**config.mk**
```make
export PLATFORM = sky130hd
export DESIGN_NAME = midi_tx_queue_flat
export DESIGN_NICKNAME = d
export VERILOG_FILES = /design/src/rtl/midi_tx_queue_if.sv /design/src/rtl/midi_tx_queue.sv /design/src/flat_wrapper.sv
export SDC_FILE = /design/constraint.sdc
export NUM_CORES = 1
export LEC_CHECK = 0
export ABC_CLOCK_PERIOD_IN_PS = 5800
export BUFFER_PORTS_ARGS = -buffer_cell sky130_fd_sc_hd__buf_2
export CORE_ASPECT_RATIO = 0.75
export CORE_MARGIN = 2
export CORE_UTILIZATION = 25
export CTS_BUF_LIST = sky130_fd_sc_hd__clkbuf_2 sky130_fd_sc_hd__clkbuf_4 sky130_fd_sc_hd__clkbuf_8
export DETAILED_ROUTE_END_ITERATION = 16
export GPL_ROUTABILITY_DRIVEN = 1
export PLACE_DENSITY_LB_ADDON = 0.25
export SYNTH_ARGS = -nofsm -noshare
export SYNTH_HDL_FRONTEND = slang
export SYNTH_SLANG_ARGS = --single-unit
```
**constraint.sdc**
```tcl
create_clock -name clk -period 5.8 [get_ports clk]
set_clock_uncertainty 0.1 [all_clocks]
set_input_delay 0.58 -clock clk [delete_from_list [all_inputs] [get_ports clk]]
set_output_delay 0.58 -clock clk [all_outputs]
set_load 0.05 [all_outputs]
```
**src/rtl/midi_tx_queue_if.sv**
```systemverilog
// Push-side and uart_tx-side signals of the MIDI OUT transmit queue.
// The master modport is the router/uart_tx environment, the slave modport is the queue.
interface midi_tx_queue_if #(
  parameter int unsigned AW = 4
) ();

  logic          wr_en;
  logic [7:0]    wr_data;
  logic          flush;
  logic          full;
  logic          empty;
  logic [AW:0]   count;
  logic          overflow;
  logic          tx_strobe;
  logic [7:0]    tx_data;
  logic          tx_busy;

  modport master (
    output wr_en, wr_data, flush, tx_busy,
    input  full, empty, count, overflow, tx_strobe, tx_data
  );

  modport slave (
    input  wr_en, wr_data, flush, tx_busy,
    output full, empty, count, overflow, tx_strobe, tx_data
  );

endinterface

```
**src/rtl/midi_tx_queue.sv**
```systemverilog
// MIDI OUT transmit queue: buffers router bytes in a DEPTH-entry FIFO and issues them to
// uart_tx one frame at a time, strobing the next byte only once the previous frame is done.
module midi_tx_queue #(
  parameter int unsigned DEPTH = 16,
  parameter int unsigned AW    = 4
) (
  input  logic           clk,
  input  logic           rst,
  midi_tx_queue_if.slave bus
);

  localparam logic [AW:0] DepthCnt = (AW+1)'(DEPTH);

  typedef enum logic [1:0] {StIdle, StStrobe, StWaitBusy, StWaitDone} state_e;

  state_e        state_q;
  logic [7:0]    mem [DEPTH];
  logic [AW-1:0] wr_ptr_q;
  logic [AW-1:0] rd_ptr_q;
  logic [AW:0]   count_q;
  logic [AW:0]   count_d;
  logic          full_q;
  logic          empty_q;
  logic          overflow_q;
  logic          strobe_q;
  logic [7:0]    data_q;
  logic [1:0]    tmo_q;
  logic          push;
  logic          pop;

  // Push/pop qualification; flush wins over both so a cleared queue never issues a stale byte.
  always_comb begin
    push = bus.wr_en && !full_q && !bus.flush;
    pop  = (state_q == StIdle) && !empty_q && !bus.tx_busy && !bus.flush;
  end

  // Next occupancy: simultaneous push and pop leave the count unchanged.
  always_comb begin
    count_d = count_q;
    case ({push, pop})
      2'b10:   count_d = count_q + 1'b1;
      2'b01:   count_d = count_q - 1'b1;
      default: count_d = count_q;
    endcase
  end

  // Storage array; no reset needed since entries are only read after being written.
  always_ff @(posedge clk) begin
    if (push) begin
      mem[wr_ptr_q] <= bus.wr_data;
    end
  end

  // Pointers, occupancy flags and sticky overflow.
  always_ff @(posedge clk or negedge rst) begin
    if (!rst) begin
      wr_ptr_q   <= '0;
      rd_ptr_q   <= '0;
      count_q    <= '0;
      full_q     <= 1'b0;
      empty_q    <= 1'b1;
      overflow_q <= 1'b0;
    end else if (bus.flush) begin
      wr_ptr_q   <= '0;
      rd_ptr_q   <= '0;
      count_q    <= '0;
      full_q     <= 1'b0;
      empty_q    <= 1'b1;
      overflow_q <= 1'b0;
    end else begin
      if (push) begin
        wr_ptr_q <= wr_ptr_q + 1'b1;
      end
      if (pop) begin
        rd_ptr_q <= rd_ptr_q + 1'b1;
      end
      count_q <= count_d;
      full_q  <= (count_d == DepthCnt);
      empty_q <= (count_d == '0);
      // Full is judged on the registered flag, so a pop in the same cycle does not save the byte.
      if (bus.wr_en && full_q) begin
        overflow_q <= 1'b1;
      end
    end
  end

  // Issue sequencer with registered strobe/data; WAIT_BUSY times out in case uart_tx missed the load.
  always_ff @(posedge clk or negedge rst) begin
    if (!rst) begin
      state_q  <= StIdle;
      strobe_q <= 1'b0;
      data_q   <= 8'h00;
      tmo_q    <= 2'd0;
    end else begin
      case (state_q)
        StIdle: begin
          if (pop) begin
            data_q   <= mem[rd_ptr_q];
            strobe_q <= 1'b1;
            state_q  <= StStrobe;
          end
        end
        StStrobe: begin
          strobe_q <= 1'b0;
          tmo_q    <= 2'd0;
          state_q  <= StWaitBusy;
        end
        StWaitBusy: begin
          if (bus.tx_busy) begin
            state_q <= StWaitDone;
          end else begin
            tmo_q <= tmo_q + 1'b1;
            if (tmo_q == 2'd3) begin
              state_q <= StIdle;
            end
          end
        end
        StWaitDone: begin
          if (!bus.tx_busy) begin
            state_q <= StIdle;
          end
        end
        default: state_q <= StIdle;
      endcase
    end
  end

  assign bus.full      = full_q;
  assign bus.empty     = empty_q;
  assign bus.count     = count_q;
  assign bus.overflow  = overflow_q;
  assign bus.tx_strobe = strobe_q;
  assign bus.tx_data   = data_q;

endmodule
```
**src/flat_wrapper.sv**
```systemverilog
// flat-port wrapper written by rule: the top's interface ports become plain ports
module midi_tx_queue_flat 
#(
  parameter int unsigned DEPTH = 16,
  parameter int unsigned AW    = 4
)
  (clk, rst, bus_wr_en, bus_wr_data, bus_flush, bus_tx_busy, bus_full, bus_empty, bus_count, bus_overflow, bus_tx_strobe, bus_tx_data);
  midi_tx_queue_if #(.AW(AW)) bus_i ();
  input  logic clk;
  input  logic rst;
  input wire logic [$bits(bus_i.wr_en)-1:0] bus_wr_en;
  input wire logic [$bits(bus_i.wr_data)-1:0] bus_wr_data;
  input wire logic [$bits(bus_i.flush)-1:0] bus_flush;
  input wire logic [$bits(bus_i.tx_busy)-1:0] bus_tx_busy;
  output wire logic [$bits(bus_i.full)-1:0] bus_full;
  output wire logic [$bits(bus_i.empty)-1:0] bus_empty;
  output wire logic [$bits(bus_i.count)-1:0] bus_count;
  output wire logic [$bits(bus_i.overflow)-1:0] bus_overflow;
  output wire logic [$bits(bus_i.tx_strobe)-1:0] bus_tx_strobe;
  output wire logic [$bits(bus_i.tx_data)-1:0] bus_tx_data;
  assign bus_i.wr_en = bus_wr_en;
  assign bus_i.wr_data = bus_wr_data;
  assign bus_i.flush = bus_flush;
  assign bus_i.tx_busy = bus_tx_busy;
  assign bus_full = bus_i.full;
  assign bus_empty = bus_i.empty;
  assign bus_count = bus_i.count;
  assign bus_overflow = bus_i.overflow;
  assign bus_tx_strobe = bus_i.tx_strobe;
  assign bus_tx_data = bus_i.tx_data;
  midi_tx_queue #(.DEPTH(DEPTH), .AW(AW)) u_core (.clk(clk), .rst(rst), .bus(bus_i));
endmodule
```
After elaboration in Yosys (flattened, before gate mapping)
Memories as Yosys holds them, arrays and structs flattened. A register that Yosys moved wholly into a read port is not among the register bits.
Index checks and enable logic that the tools add are counted.
{ "word_totals": {"regBits": 21, "mem_bits_rw": 128, "in_bits": 13, "output_inout_bits": 17, "wordCells": 69, "memories": 1} }
{ "op_classes": {"addsub": 5, "n_eq_ne": 11, "mux": 21, "reduce_logical": 22} }
{ "mem_list": {"columns": ["memory", "words", "width", "rd", "rd_ports_with_merged_regs", "write_ports", "line_no", "rtl"], "rows": [
  ["u_core.mem", 16, 8, 1, 1, 1, "midi_tx_queue.sv:17", "logic [7:0] mem [DEPTH];"]
]} }
{ "ops": {"columns": ["operator", "count"], "rows": [
  ["4-bit 2-to-1 mux", 4],
  ["2-bit 2-to-1 mux", 5],
  ["5-bit case mux with 2 select lines", 1],
  ["2-bit nonzero test", 5],
  ["4-bit by 1-bit adder with 4-bit output (second input constant)", 2],
  ["2-bit == test (second input constant)", 4],
  ["2-bit case mux with 4 select lines", 1],
  ["1-bit 2-to-1 mux", 7],
  ["1-bit logical AND", 6],
  ["2-bit AND reduction", 3],
  ["5-bit by 1-bit adder with 5-bit output (second input constant)", 1],
  ["5-bit == test (second input constant)", 1],
  ["1-bit logical NOT", 5],
  ["5-bit logical NOT", 1],
  ["5-bit 2-to-1 mux", 1],
  ["5-bit by 1-bit subtractor with 5-bit output (second input constant)", 1],
  ["2-bit by 1-bit == test with 1-bit output (second input constant)", 2],
  ["2-bit inequality test (second input constant)", 2],
  ["2-bit case mux with 2 select lines", 1],
  ["3-bit by 2-bit inequality test with 1-bit output (second input constant)", 1],
  ["3-bit AND reduction", 1],
  ["2-bit by 1-bit adder with 2-bit output (second input constant)", 1],
  ["2-bit logical NOT", 1],
  ["2-bit by 1-bit inequality test with 1-bit output (second input constant)", 1],
  ["1-bit case mux with 2 select lines", 1]
]} }

Logic depth before layout (Yosys ltp)
{ "depth": {"depth_word": 8, "ltp_mapped": 11, "depth_no_buf": 10} }

Least setup slack after synthesis
OpenSTA, ideal clock, no wires.
{ "synth_timing": {"path_kind": "in2reg", "from": "in bus_tx_busy", "to": "reg u_core.empty_q (netlist: u_core.bus.empty)", "setup_time_ps": 79, "arrival_time_ps": 2921, "required_time_ps": 5621, "slack_ps": 2700, "path_stages": 10, "path_buffers": 0, "path_cell_list": "or4_4 -> nor3_4 -> xor2_1 -> ha_1 -> a21oi_1 -> nand2_1 -> mux2_1 -> a211o_1 -> and2_1 -> a41o_1"} }
{ "synth_between": {"elab_chain_cells": 7, "word_cells_on_any_way": 8} }
{ "synth_lines": {"columns": ["item", "line_no", "rtl"], "rows": [
  ["start, declared", "flat_wrapper.sv:14", "input wire logic [$bits(bus_i.tx_busy)-1:0] bus_tx_busy;"],
  ["1-bit logical NOT (*)", "midi_tx_queue.sv:34", "pop = (state_q == StIdle) && !empty_q && !bus.tx_busy && !bus.flush;"],
  ["1-bit logical AND (*) (2 in a row)", "midi_tx_queue.sv:34", null],
  ["2-bit by 1-bit == test with 1-bit output or 2-bit == test (tied branches)", "midi_tx_queue.sv:40", "case ({push, pop})"],
  ["5-bit case mux with 2 select lines (*)", "midi_tx_queue.sv:40", null],
  ["5-bit logical NOT (*)", "midi_tx_queue.sv:79", "empty_q <= (count_d == '0);"],
  ["1-bit 2-to-1 mux (*)", "midi_tx_queue.sv:63", "end else if (bus.flush) begin"],
  ["end signal, assigned", "midi_tx_queue.sv:79", null],
  ["end, declared", "midi_tx_queue.sv:23", "logic empty_q;"]
]} }
Every way passes the cells marked *; elsewhere a longest branch is shown, timed or not.
A chain may end at the register's enable or synchronous reset.

Final worst setup path
{ "layout_timing": {"from": "reg u_core.full_q (netlist: u_core.bus.full)", "to": "reg u_core.empty_q (netlist: u_core.bus.empty)"} }
{ "layout_between": {"elab_chain_cells": 7, "word_cells_on_any_way": 8} }
{ "layout_lines": {"columns": ["item", "line_no", "rtl"], "rows": [
  ["start, declared", "midi_tx_queue.sv:22", "logic full_q;"],
  ["start signal, assigned", "midi_tx_queue.sv:78", "full_q <= (count_d == DepthCnt);"],
  ["1-bit logical NOT (*)", "midi_tx_queue.sv:33", "push = bus.wr_en && !full_q && !bus.flush;"],
  ["1-bit logical AND (*) (2 in a row)", "midi_tx_queue.sv:33", null],
  ["2-bit by 1-bit == test with 1-bit output or 2-bit == test (tied branches)", "midi_tx_queue.sv:40", null],
  ["5-bit case mux with 2 select lines (*)", "midi_tx_queue.sv:40", null],
  ["5-bit logical NOT (*)", "midi_tx_queue.sv:79", null],
  ["1-bit 2-to-1 mux (*)", "midi_tx_queue.sv:63", null]
]} }
Marks and branches as above.

==> flow_summary.toml <==
[sta]
maxSlewViolCount = 0
setup_viol = 0
setup_ws_ps = 2490
fin_crit_sh_pct = 57.0
worst_pin_slew_ps = 1110
fin_tns_setup_ps = 0
relSlewSlack_pct = 25.6
finalHoldViolCount = 0
timing.fmax_mhz = 303
fin_crit_ps = 3310
rsz0062_at_grt = "no"
hold_ws_ps = 80.1

[placed_design]
dp_hpwl_um = 8510
io_buffers = 29
place_area_um2 = 6940
place_worst_setup_slack_ps = 2250
gp_congestion = 0.736

[detailed_routing]
via_per_inst = 4.25
wl_per_cell_um = 18.9
dr.pass1.iters = 4
routed_wl_um = 13700
drc = 0
ant_nets = 0
vias = 3079
drt-initial-drc-count = 303

[power_and_ir_drop]
power-per-cell-area_nw_per_um2 = 337
clkPwrFrac_pct = 34.2
pwr-share-seq_pct = 53.0
intPower_w = 0.00183
ir_drop_v = 0.000134
p_sw_share_pct = 26.2
p_comb_share_pct = 12.8
p_switching_w = 0.000650
p_leak_nw = 2.45

[global_route]
antenna_found_initial = 0
grt_max_degree = 36
overflow = 0
grt_pass1_vias = 3243
grt_usage_pct = 10.8
grt_pass1_wl_um = 20800

[logic_synthesis]
syn-num-nets = 357
synthAdderAreaFrac_pct = 1.56
ys_async_sr_fraction_pct = 18.5
ys_ff_latch = 157
synth_most_common_cell = "edfxtp_1"
synth_common_cells = "128 x edfxtp_1, 40 x mux4_2, 28 x dfrtp_1"
synth_edf_count = 128
ys_seq_area_share_pct = 71.4
synth-xor-area-share_pct = 1.51
synth_area_per_cell_um2 = 19.0
yosysUniqueCellTypes = 44
syn_inst = 336
synth_top_family_by_area = "multiplexers"
synth_top_cell_area_share_pct = 60.1
synth-simple-area-share_pct = 5.75
synth.area.top_cells = "edfxtp_1 60%, mux4_2 14%, dfrtp_1 11%, mux2_2 1.6%, ha_1 1.6%"
yosys_warnings = 0
yosys.area.top_type = "edfxtp_1"
ys.flop_type = "edfxtp_1"
synthMuxAreaShare_pct = 16.0
synth_compound_area_share_pct = 2.56
syn_area_um2 = 6400

[floorplanning]
fp.dieArea_um2 = 26900
die_w_um = 189
placementRows = 50
start_util_pct = 25.6
coreArea_um2 = 25000
io_pins = 30
die_h_um = 143

[worst_setup_path]
worstSetupStartpointType = "flip-flop"
end_kind = "flip-flop"
reg2reg_setup_slack_ps = 2490
required_ps = 6070
cp.arrival_ps = 3580
path_class = "reg2reg"
cp_max_fo = 10

[clock_network]
h-tree-depth = 4
post_cts_resized = 0
cts_buffer_depth = 2
clk_latency_ps = 450
cts_tree = "built"
postCtsSetupBuffers = 0
path_clk_slew_ps = 90
cts-hold-fix-buffers = 0
cts_buffers = 17
root_buffer = "clkbuf_8"
cts_num_sinks = 157

[finish]
fin_util_pct = 29.4
design_area_um2 = 7350
drive_gt1_share_pct = 31.9
area_delta_synth_final_pct = 14.9
num-fill-cells = 2469
fin_nets = 394
diodes = 0

[hold_path]
hold_path_class = "in2async"

[status]
outcome = "completed"

[run]
cap_violations = 0
-- critical path: stages, from the launching register on --
cell	delay (ps)
dfrtp_1	400
nor2b_1	690
nand2b_1	280
ha_1	330
a21oi_1	310
nand2_1	90
mux2_1	330
a211o_1	300
and2_1	160
a41o_1	240
-- path summary, 6_finish.rpt --
path | start | to | depth (start not counted)
worst max-delay path | u_core.bus.full | u_core.bus.empty | 9
worst min-delay path | rst | u_core.bus.tx_strobe | 1
worst max register to register | u_core.bus.full | u_core.bus.empty | 9
worst min register to register | u_core.bus.tx_strobe | u_core.bus.tx_strobe | 1
max in group asynchronous | rst | u_core.rd_ptr_q[0] | 1
min in group clk | bus_wr_en | u_core.bus.overflow | 3
-- state kept, by name, summed over array words and instances (netlist names) --
name,count
u_core.mem,128
u_core.bus.tx_data,8
u_core.bus.count,5
u_core.rd_ptr_q,4
u_core.wr_ptr_q,4
u_core.state_q,2
u_core.tmo_q,2
u_core.bus.empty,1
u_core.bus.full,1
u_core.bus.overflow,1
u_core.bus.tx_strobe,1
-- stage by stage --
| stage | cells | power [W] |
|---|---|---|
| final | 724 | 0.00248 |
| after global routing | 724 | 0.00258 |
| after CTS | 724 | 0.00251 |
| after detailed placement | 692 | 0.00166 |
| after global placement | 692 | 0.00165 |
| after floorplan | 336 | 0.00157 |
-- cell type report --
class | instances | area [um2] | share of cell area, %
sequential | 157 | 4570 | 62.2
clock buffer | 21 | 270 | 3.68
timing repair buffer | 34 | 183 | 2.48
multi-input combinational | 160 | 1750 | 23.8
inverter | 3 | 11.3 | 0.153
clock inverter | 11 | 141 | 1.92
tap | 338 | 423 | 5.75
-- cell families (layout without fill, tap and decap cells) --
logic type / count (synthesis) / count (layout)
fa+ha+maj: 8 / 8
flops: 157 / 157
buf+inv: 19 / 69
simple gates: 68 / 68
compound gates: 22 / 22
mux: 51 / 51
xor+xnor: 11 / 11
-- cells in the final DEF (no fill, tap or decap), drive strengths merged, types with 6 or more instances in the layout --
master	n
nand2	10
clkbuf	21
mux4	40
and2	13
edfxtp	128
nor2	26
dfrtp	28
a21oi	6
mux2	10
ha	8
buf	34
xor2	7
-- power groups by stage --
stage / Clock (W) / Sequential (W) / Combinational, W
6_report: 0.000849 / 0.00131 / 0.000317
5_1_grt: 0.000917 / 0.00132 / 0.000341
4_1_cts: 0.000869 / 0.00132 / 0.000323
3_5_place_dp: 0 / 0.00134 / 0.000322
3_3_place_gp: 0 / 0.00134 / 0.000316
2_1_floorplan: 0 / 0.00144 / 0.000128
-- per-layer routing --
metal	GRT usage, %	vias to the layer above	part of all wire [%]
met1	15.0	1600	49
met5	0	-	0
li1	-	1409	-
met2	16.6	59	46
met3	3.23	11	4.9
met4	2.96	0	0.95
Note: power is estimated with default switching activity, not from simulation.
